`config.mk`:
```
export PLATFORM = sky130hd
export DESIGN_NAME = fetch_unit
export DESIGN_NICKNAME = d
export VERILOG_FILES = /design/src/rtl/fetch_unit.sv
export SDC_FILE = /design/constraint.sdc
export NUM_CORES = 1
export LEC_CHECK = 0
export ABC_AREA = 1
export CORE_ASPECT_RATIO = 1.25
export CORE_MARGIN = 1
export CORE_UTILIZATION = 30
export DETAILED_ROUTE_END_ITERATION = 12
export MAX_ROUTING_LAYER = met4
export PLACE_DENSITY = 0.61
export SLEW_MARGIN = 20
export SYNTH_ARGS = -nofsm -noshare
export SYNTH_HDL_FRONTEND = slang
export SYNTH_SLANG_ARGS = --single-unit
```
`constraint.sdc`:
```
create_clock -name clk -period 5.1 [get_ports clk]
set_clock_uncertainty 0.15 [all_clocks]
set_input_delay 1.275 -clock clk [delete_from_list [all_inputs] [get_ports clk]]
set_output_delay 1.275 -clock clk [all_outputs]
set_load 0.02 [all_outputs]
```
`src/rtl/fetch_unit.sv`:
```
// Instruction-fetch stage: PC, imem req/ack handshake and IF/ID write/flush controls.
// Define FETCH_PERF_EN to add the perf_fetched / perf_bubbles counters.
module fetch_unit #(
  parameter logic [31:0] RESET_PC = 32'h0000_0000
) (
  input  logic        clk,
  input  logic        rst_n,
  output logic        imem_req,
  output logic [31:0] imem_addr,
  input  logic        imem_ack,
  input  logic [31:0] imem_rdata,
  input  logic        stall_in,
  input  logic        redirect,
  input  logic [31:0] redirect_pc,
  output logic [63:0] ifid_data,
  output logic        IFID_write,
  output logic        IFflush,
  output logic [31:0] pc
`ifdef FETCH_PERF_EN
  ,
  output logic [31:0] perf_fetched,
  output logic [31:0] perf_bubbles
`endif
);

  typedef enum logic [1:0] {IDLE, FETCH, HOLD, DRAIN} state_t;

  state_t      state, state_nxt;
  logic [31:0] hold_instr;
  logic [31:0] drain_addr;
  logic [31:0] pc_plus4;

  assign pc_plus4 = pc + 32'd4;

  always_ff @(posedge clk or negedge rst_n) begin
    if (!rst_n) state <= IDLE;
    else        state <= state_nxt;
  end

  always_comb begin
    state_nxt = state;
    case (state)
      IDLE:  state_nxt = FETCH;
      FETCH: begin
        if (redirect)      state_nxt = imem_ack ? FETCH : DRAIN;
        else if (imem_ack) state_nxt = stall_in ? HOLD : FETCH;
      end
      HOLD:  if (redirect || !stall_in) state_nxt = FETCH;
      DRAIN: if (imem_ack) state_nxt = FETCH;
      default: state_nxt = IDLE;
    endcase
  end

  always_comb begin
    imem_req   = (state == FETCH) || (state == DRAIN);
    // DRAIN keeps presenting the pre-redirect address; pc already holds the new target
    imem_addr  = (state == DRAIN) ? drain_addr : pc;
    IFflush    = redirect && (state != IDLE);
    IFID_write = !redirect && !stall_in &&
                 (((state == FETCH) && imem_ack) || (state == HOLD));
    ifid_data  = '0;
    if (state != IDLE)
      ifid_data = {pc_plus4, (state == HOLD) ? hold_instr : imem_rdata};
  end

  always_ff @(posedge clk or negedge rst_n) begin
    if (!rst_n) begin
      pc         <= RESET_PC;
      hold_instr <= '0;
      drain_addr <= '0;
    end else if (state != IDLE) begin
      if (redirect)        pc <= redirect_pc;
      else if (IFID_write) pc <= pc_plus4;
      if ((state == FETCH) && imem_ack && stall_in && !redirect)
        hold_instr <= imem_rdata;
      if ((state == FETCH) && redirect && !imem_ack)
        drain_addr <= pc;
    end
  end

`ifdef FETCH_PERF_EN
  always_ff @(posedge clk or negedge rst_n) begin
    if (!rst_n) begin
      perf_fetched <= '0;
      perf_bubbles <= '0;
    end else begin
      if (IFID_write && (perf_fetched != '1))
        perf_fetched <= perf_fetched + 32'd1;
      if ((state != IDLE) && !IFID_write && (perf_bubbles != '1))
        perf_bubbles <= perf_bubbles + 32'd1;
    end
  end
`endif

endmodule

```
==> flow_summary.yaml, run 1 <==
clock_network:
  cts_buffer_depth: 2
  cts-resized-gates: 0
  htree_levels: 3
  numCtsBuffers: 9
  cts_tree: "yes"
  clkTransAtPathRegs_ns: 0.07
  post_cts_buffers: 0
  clk_latency_ns: 0.35
  root_buffer: "clkbuf_16"
  clock_sinks: 98
  cts_hold_buf: 0
logic_synthesis:
  syn_inst: 843
  synth-seq-cells: 98
  ys_async_sr_fraction_pct: 100
  yosys_most_used_dff: "dfrtp_1"
  yosysWarnings: 0
  avgSynthCellArea_sq_um: 6.83
  ys_seq_area_share_pct: 42.6
  synth_area_sq_um: 5760
  synth_edf_count: 0
  synth_cell_types: 28
  syn_nets: 913
run:
  cap_violations: 0
global_routing:
  grt-ovfl-total: 0
  grt_pass1_vias: 5544
  grt_pass1_wl_mm: 29.0
  grt_max_degree: 65
  antenna_found_initial: 0
  grt_usage_pct: 19.5
worst_setup_path:
  path_cells: "inv_1 -> nor2_1 -> nand2_1 -> nor2_1 -> nand3_1 -> a21oi_1 -> clkdlybuf4s50_1"
  path_max_fanout: 6
  critical_path_class: "register to output port"
  cpPeakStageDelay_ns: 0.64
  cpMostUsedCell: "nor2_1"
  cp-start-kind: "register"
  critPathCaptureType: "output port"
  crit_start: "pc[2]"
  r2r_start: "state[0]"
  cp.arrival_ns: 2.83
  crit_slowest_cell: "clkdlybuf4s50_1"
  crit_required_ns: 3.67
die:
  start_util_pct: 30.7
  rows: 56
  chipWidth_microns: 126
  core_sq_um: 18800
  io_pins: 200
  dieArea_sq_um: 19700
  die_y_microns: 157
timing:
  fin_crit_sh_pct: 83.4
  rsz0062_at_grt: "false"
  period_needed_ns: 4.26
  setup-tns-final_ns: 0
  finalSetupViolations: 0
  relSlewSlack_pct: 54.5
  slew_violations: 0
  worstMarginPinSlew_ns: 0.681
  hold_violations: 0
  fmax_mhz: 235
outcome:
  status: "completed"
final_layout:
  syn_to_final_growth_pct: 42.3
  diodes: 0
  n_fill_cell: 1921
  nets: 1091
  final_cell_mix: "nand2_1, clkdlybuf4s50_1, nor2_1, o21ai_0, dfrtp_1"
  regArea_sq_um: 2450
  multi_input_area_sq_um: 2790
  drive_gt1_share_pct: 5.46
  final_common_cell: "nand2_1"
  fin_area_sq_um: 8190
  fin_cells: 1258
place:
  dpl.hpwl_mm: 13.3
  gp_congestion: 0.842
  dp_cells: 1242
  place_area_sq_um: 7900
  numPortBuffers: 199
hold_path:
  worstHoldStart: "drain_addr[12]"
  hold_path_class: "register to register"
routing:
  wirelength_mm: 18.3
  dr.pass1.iters: 7
  wl_per_cell_microns: 14.5
  ant_nets: 0
  drt_iter0_markers: 297
  vias_per_cell: 4.65
  via_count: 5845
  drc: 0
power:
  ir_drop_mv: 0.148
  power_mw: 3.09
  p_leak_nw: 3.71
  power_density_nw_per_um2: 377
==> layout make-up <==
class,instances,area share (%)
Timing Repair Buffer,208,25.1
Clock inverter,3,0.275
Multi-Input combinational cell,622,34.0
Tap cell,232,3.54
Inverter,82,3.82
Sequential cell,98,29.9
Clock buffer,13,3.30
==> report_power, final <==
group / internal, mW / total (mW) / switching, mW
clock network: 0.372 / 0.678 / 0.306
registers: 0.977 / 1.12 / 0.141
logic: 0.563 / 1.30 / 0.733
total: 1.91 / 3.09 / 1.18
==> final timing paths <==
kind | endpoint | slack [ns] | cells after the start
max | ifid_data[53] | 0.84 | 7
min | drain_addr[12] | 0.34 | 2
max reg2reg | pc[21] | 2.37 | 10
min reg2reg | drain_addr[12] | 0.34 | 2
max in group asynchronous | pc[22] | 3.23 | 2
min in group asynchronous | hold_instr[18] | 0.75 | 1
==> cell families after synthesis <==
group                    share of synthesized area, %
AO/OA/AOI/OAI                                    15.6
XOR/XNOR                                         1.22
adder cells (fa/ha/maj)                         0.217
buffers and inverters                            9.09
flip-flops                                       42.6
AND/OR/NAND/NOR                                  31.3
==> stage by stage <==
step                hold WS [ns]  setup WS [ns]  utilization (%)
CTS                        0.341          0.837             43.6
floorplan                  0.304           1.95                -
global placement           0.316          0.912             42.0
detailed placement         0.324          0.905             42.0
finish                     0.335          0.845             43.6
global route               0.362          0.681             43.6
==> per-layer routing <==
layer	GRT usage [%]	share of wire [%]
met5	-	0
met1	24.4	44
met4	7.57	1.9
met2	31.9	48
met3	2.77	5.4
==> cells in the mapped netlist (3+ instances only) <==
cell type  instances  area, sq um
a21oi_1           54          270
nor2_2            17          106
inv_1             78          293
nand3_1           33          165
nand2_2            4         25.0
clkbuf_1          20         75.1
o21ai_1            5         25.0
nor2_1           115          432
nand2_1          259          972
xor2_1             7         61.3
dfrtp_1           98         2450
buf_2             10         50.1
and2_1             3         18.8
o21ai_0          111          556
o211ai_1           6         45.0
buf_4              7         52.6
==> flip-flops by register name, summed over array words and instances, names as in the netlist <==
register    cells
pc             32
state           2
drain_addr     32
hold_instr     32
==> critical path, delay by kind of cell (launching register included) <==
family / cells / cell delay, ns
and+or+nand+nor: 4 / 1.01
buffers and inverters: 2 / 0.77
DFF: 1 / 0.47
AOI/OAI and AO/OA: 1 / 0.23
Power figures use the tool's default switching activity.
==> run 2, diff against run 1 <==
==> constraint.sdc (replaced) <==
create_clock -name clk -period 4.08 [get_ports clk]
set_clock_uncertainty 0.15 [all_clocks]
set_input_delay 1.02 -clock clk [delete_from_list [all_inputs] [get_ports clk]]
set_output_delay 1.02 -clock clk [all_outputs]
set_load 0.02 [all_outputs]
==> run 2 against run 1 <==
Worst setup slack lost 0.65 ns. Global-route usage grew 0.32 points. Total power grew 28%. Utilization grew 0.49 points. Non-clock buffer count grew 3. Via count grew 1.1%. Critical path depth grew 1. Sequential share of layout area shrank 0.33 points. Die area is the same. Clock power grew 38%. Combinational power grew 26%. Hold slack gained 0.00061 ns.
==> flow_summary.yaml, run 2 (synthesized netlist as in run 1, its figures left out) <==
final_layout:
  final_common_cell: "nand2_1"
  nets: 1094
  n_fill_cell: 1891
  syn_to_final_growth_pct: 44.0
  diodes: 0
  post-route-util_pct: 44.1
  reg.largest.list: "drain_addr x32, hold_instr x32, pc x32"
  multi_input_area_sq_um: 2790
  final_cell_mix: "nand2_1, clkdlybuf4s50_1, nor2_1, o21ai_0, dfrtp_1"
  drive_gt1_share_pct: 6.03
  regArea_sq_um: 2450
hold_path:
  hold_path_depth: 2
  hold_path_class: "register to register"
timing:
  finalSetupViolations: 0
  slew_violations: 0
  fin_crit_sh_pct: 95.2
  hold_violations: 0
  worstMarginPinSlew_ns: 0.729
  rsz0062_at_grt: "false"
  relSlewSlack_pct: 51.4
  fmax_mhz: 258
  setup-tns-final_ns: 0
  period_needed_ns: 3.88
routing:
  wirelength_mm: 18.5
  dr.pass1.iters: 5
  drc: 0
  vias_per_cell: 4.69
  via_count: 5912
  drt_iter0_markers: 363
  wl_per_cell_microns: 14.6
  ant_nets: 0
power:
  power_frac_clock_pct: 23.5
  swShare_pct: 37.7
  combinationalPowerShare_pct: 41.3
  p_leak_nw: 3.76
  power_mw: 3.97
  p_int_mw: 2.47
  ir_drop_mv: 0.229
  power_switching_mw: 1.50
  seqPwrFrac_pct: 35.2
  power_density_nw_per_um2: 479
worst_setup_path:
  critical_path_class: "register to output port"
  cp_top_family: "simple AND/OR/NAND/NOR gates"
  r2r_setup_slack_ns: 1.41
  path_depth: 8
  cp.arrival_ns: 2.71
  worst-path-buf-inv: 1
  crit_slowest_cell: "clkdlybuf4s50_1"
  cpPeakStageDelay_ns: 0.64
  crit_required_ns: 2.91
  ff2ff_path_depth: 10
  critPathCaptureType: "output port"
  path_cells: "ha_1 -> nand2_1 -> nor2_1 -> nand2_1 -> nor2_1 -> nand3_1 -> a21oi_1 -> clkdlybuf4s50_1"
  cp-start-kind: "register"
  path_max_fanout: 6
clock_network:
  root_buffer: "clkbuf_16"
  htree_levels: 3
  cts_tree: "yes"
  clk_latency_ns: 0.35
  numCtsBuffers: 9
  clock_sinks: 98
  post_cts_buffers: 0
  clkTransAtPathRegs_ns: 0.08
  cts_buffer_depth: 2
global_routing:
  grt-ovfl-total: 0
  grt_usage_pct: 19.8
  grt_pass1_wl_mm: 29.7
  antenna_found_initial: 0
  grt_max_degree: 65
  grt_pass1_vias: 5677
die:
  dieArea_sq_um: 19700
  io_pins: 200
  chipWidth_microns: 126
  die_y_microns: 157
  start_util_pct: 30.7
  rows: 56
  core_sq_um: 18800
outcome:
  status: "completed"
place:
  numPortBuffers: 199
  dpl.hpwl_mm: 13.3
  gp_congestion: 0.882
run:
  cap_violations: 0
-- run 2: stage by stage --
stage | hold slack [ns] | instances | instance area [sq um] | worst slack (ns)
after global placement | 0.316 | 1245 | 7960 | 0.399
after CTS | 0.341 | 1261 | 8270 | 0.146
final | 0.336 | 1261 | 8290 | 0.198
after detailed placement | 0.323 | 1245 | 7960 | 0.395
after global routing | 0.370 | 1261 | 8290 | 0.0116
after floorplan | 0.304 | 843 | 5760 | 1.18
-- run 2: worst min-delay path, cell delays in order (launching register included) --
cell and delay, ns:
dfrtp_1 0.34, nand2_1 0.05, o21ai_0 0.06
-- run 2: layer usage --
layer,part of all wire (%),track usage [%],up-vias
li1,-,-,3014
met1,45,24.0,2681
met2,48,33.4,197
met3,5.5,3.01,20
met4,1.9,7.29,0
met5,0,-,-
-- run 2: power groups by stage --
stage / sequential (mW) / clock [mW] / combinational [mW]
floorplan: 1.44 / 0 / 0.835
global placement: 1.40 / 0 / 1.64
detailed placement: 1.41 / 0 / 1.65
CTS: 1.40 / 0.962 / 1.66
global route: 1.44 / 0.987 / 1.80
finish: 1.40 / 0.935 / 1.64
-- run 2: worst paths after layout --
path | start | end
setup / recovery | pc[2] | ifid_data[56]
hold reg to reg | drain_addr[1] | drain_addr[1]
max in group asynchronous | rst_n | pc[21]
setup reg to reg | state[0] | pc[24]
hold / removal | drain_addr[1] | drain_addr[1]
min in group asynchronous | rst_n | drain_addr[7]
-- run 2: what timing repair did --
| action | in CTS | in global routing |
|---|---|---|
| gates resized for setup | 0 | 4 |
| setup endpoints to repair | 0 | 4 |
| hold buffers | 0 | 0 |
-- run 2: final cells by class --
type | count | share of cell area [%]
clock buffer | 9 | 2.72
clock inverter | 7 | 1.12
inverter | 82 | 3.78
multi-input combinational | 622 | 33.7
sequential | 98 | 29.6
tap | 232 | 3.50
timing repair buffer | 211 | 25.6
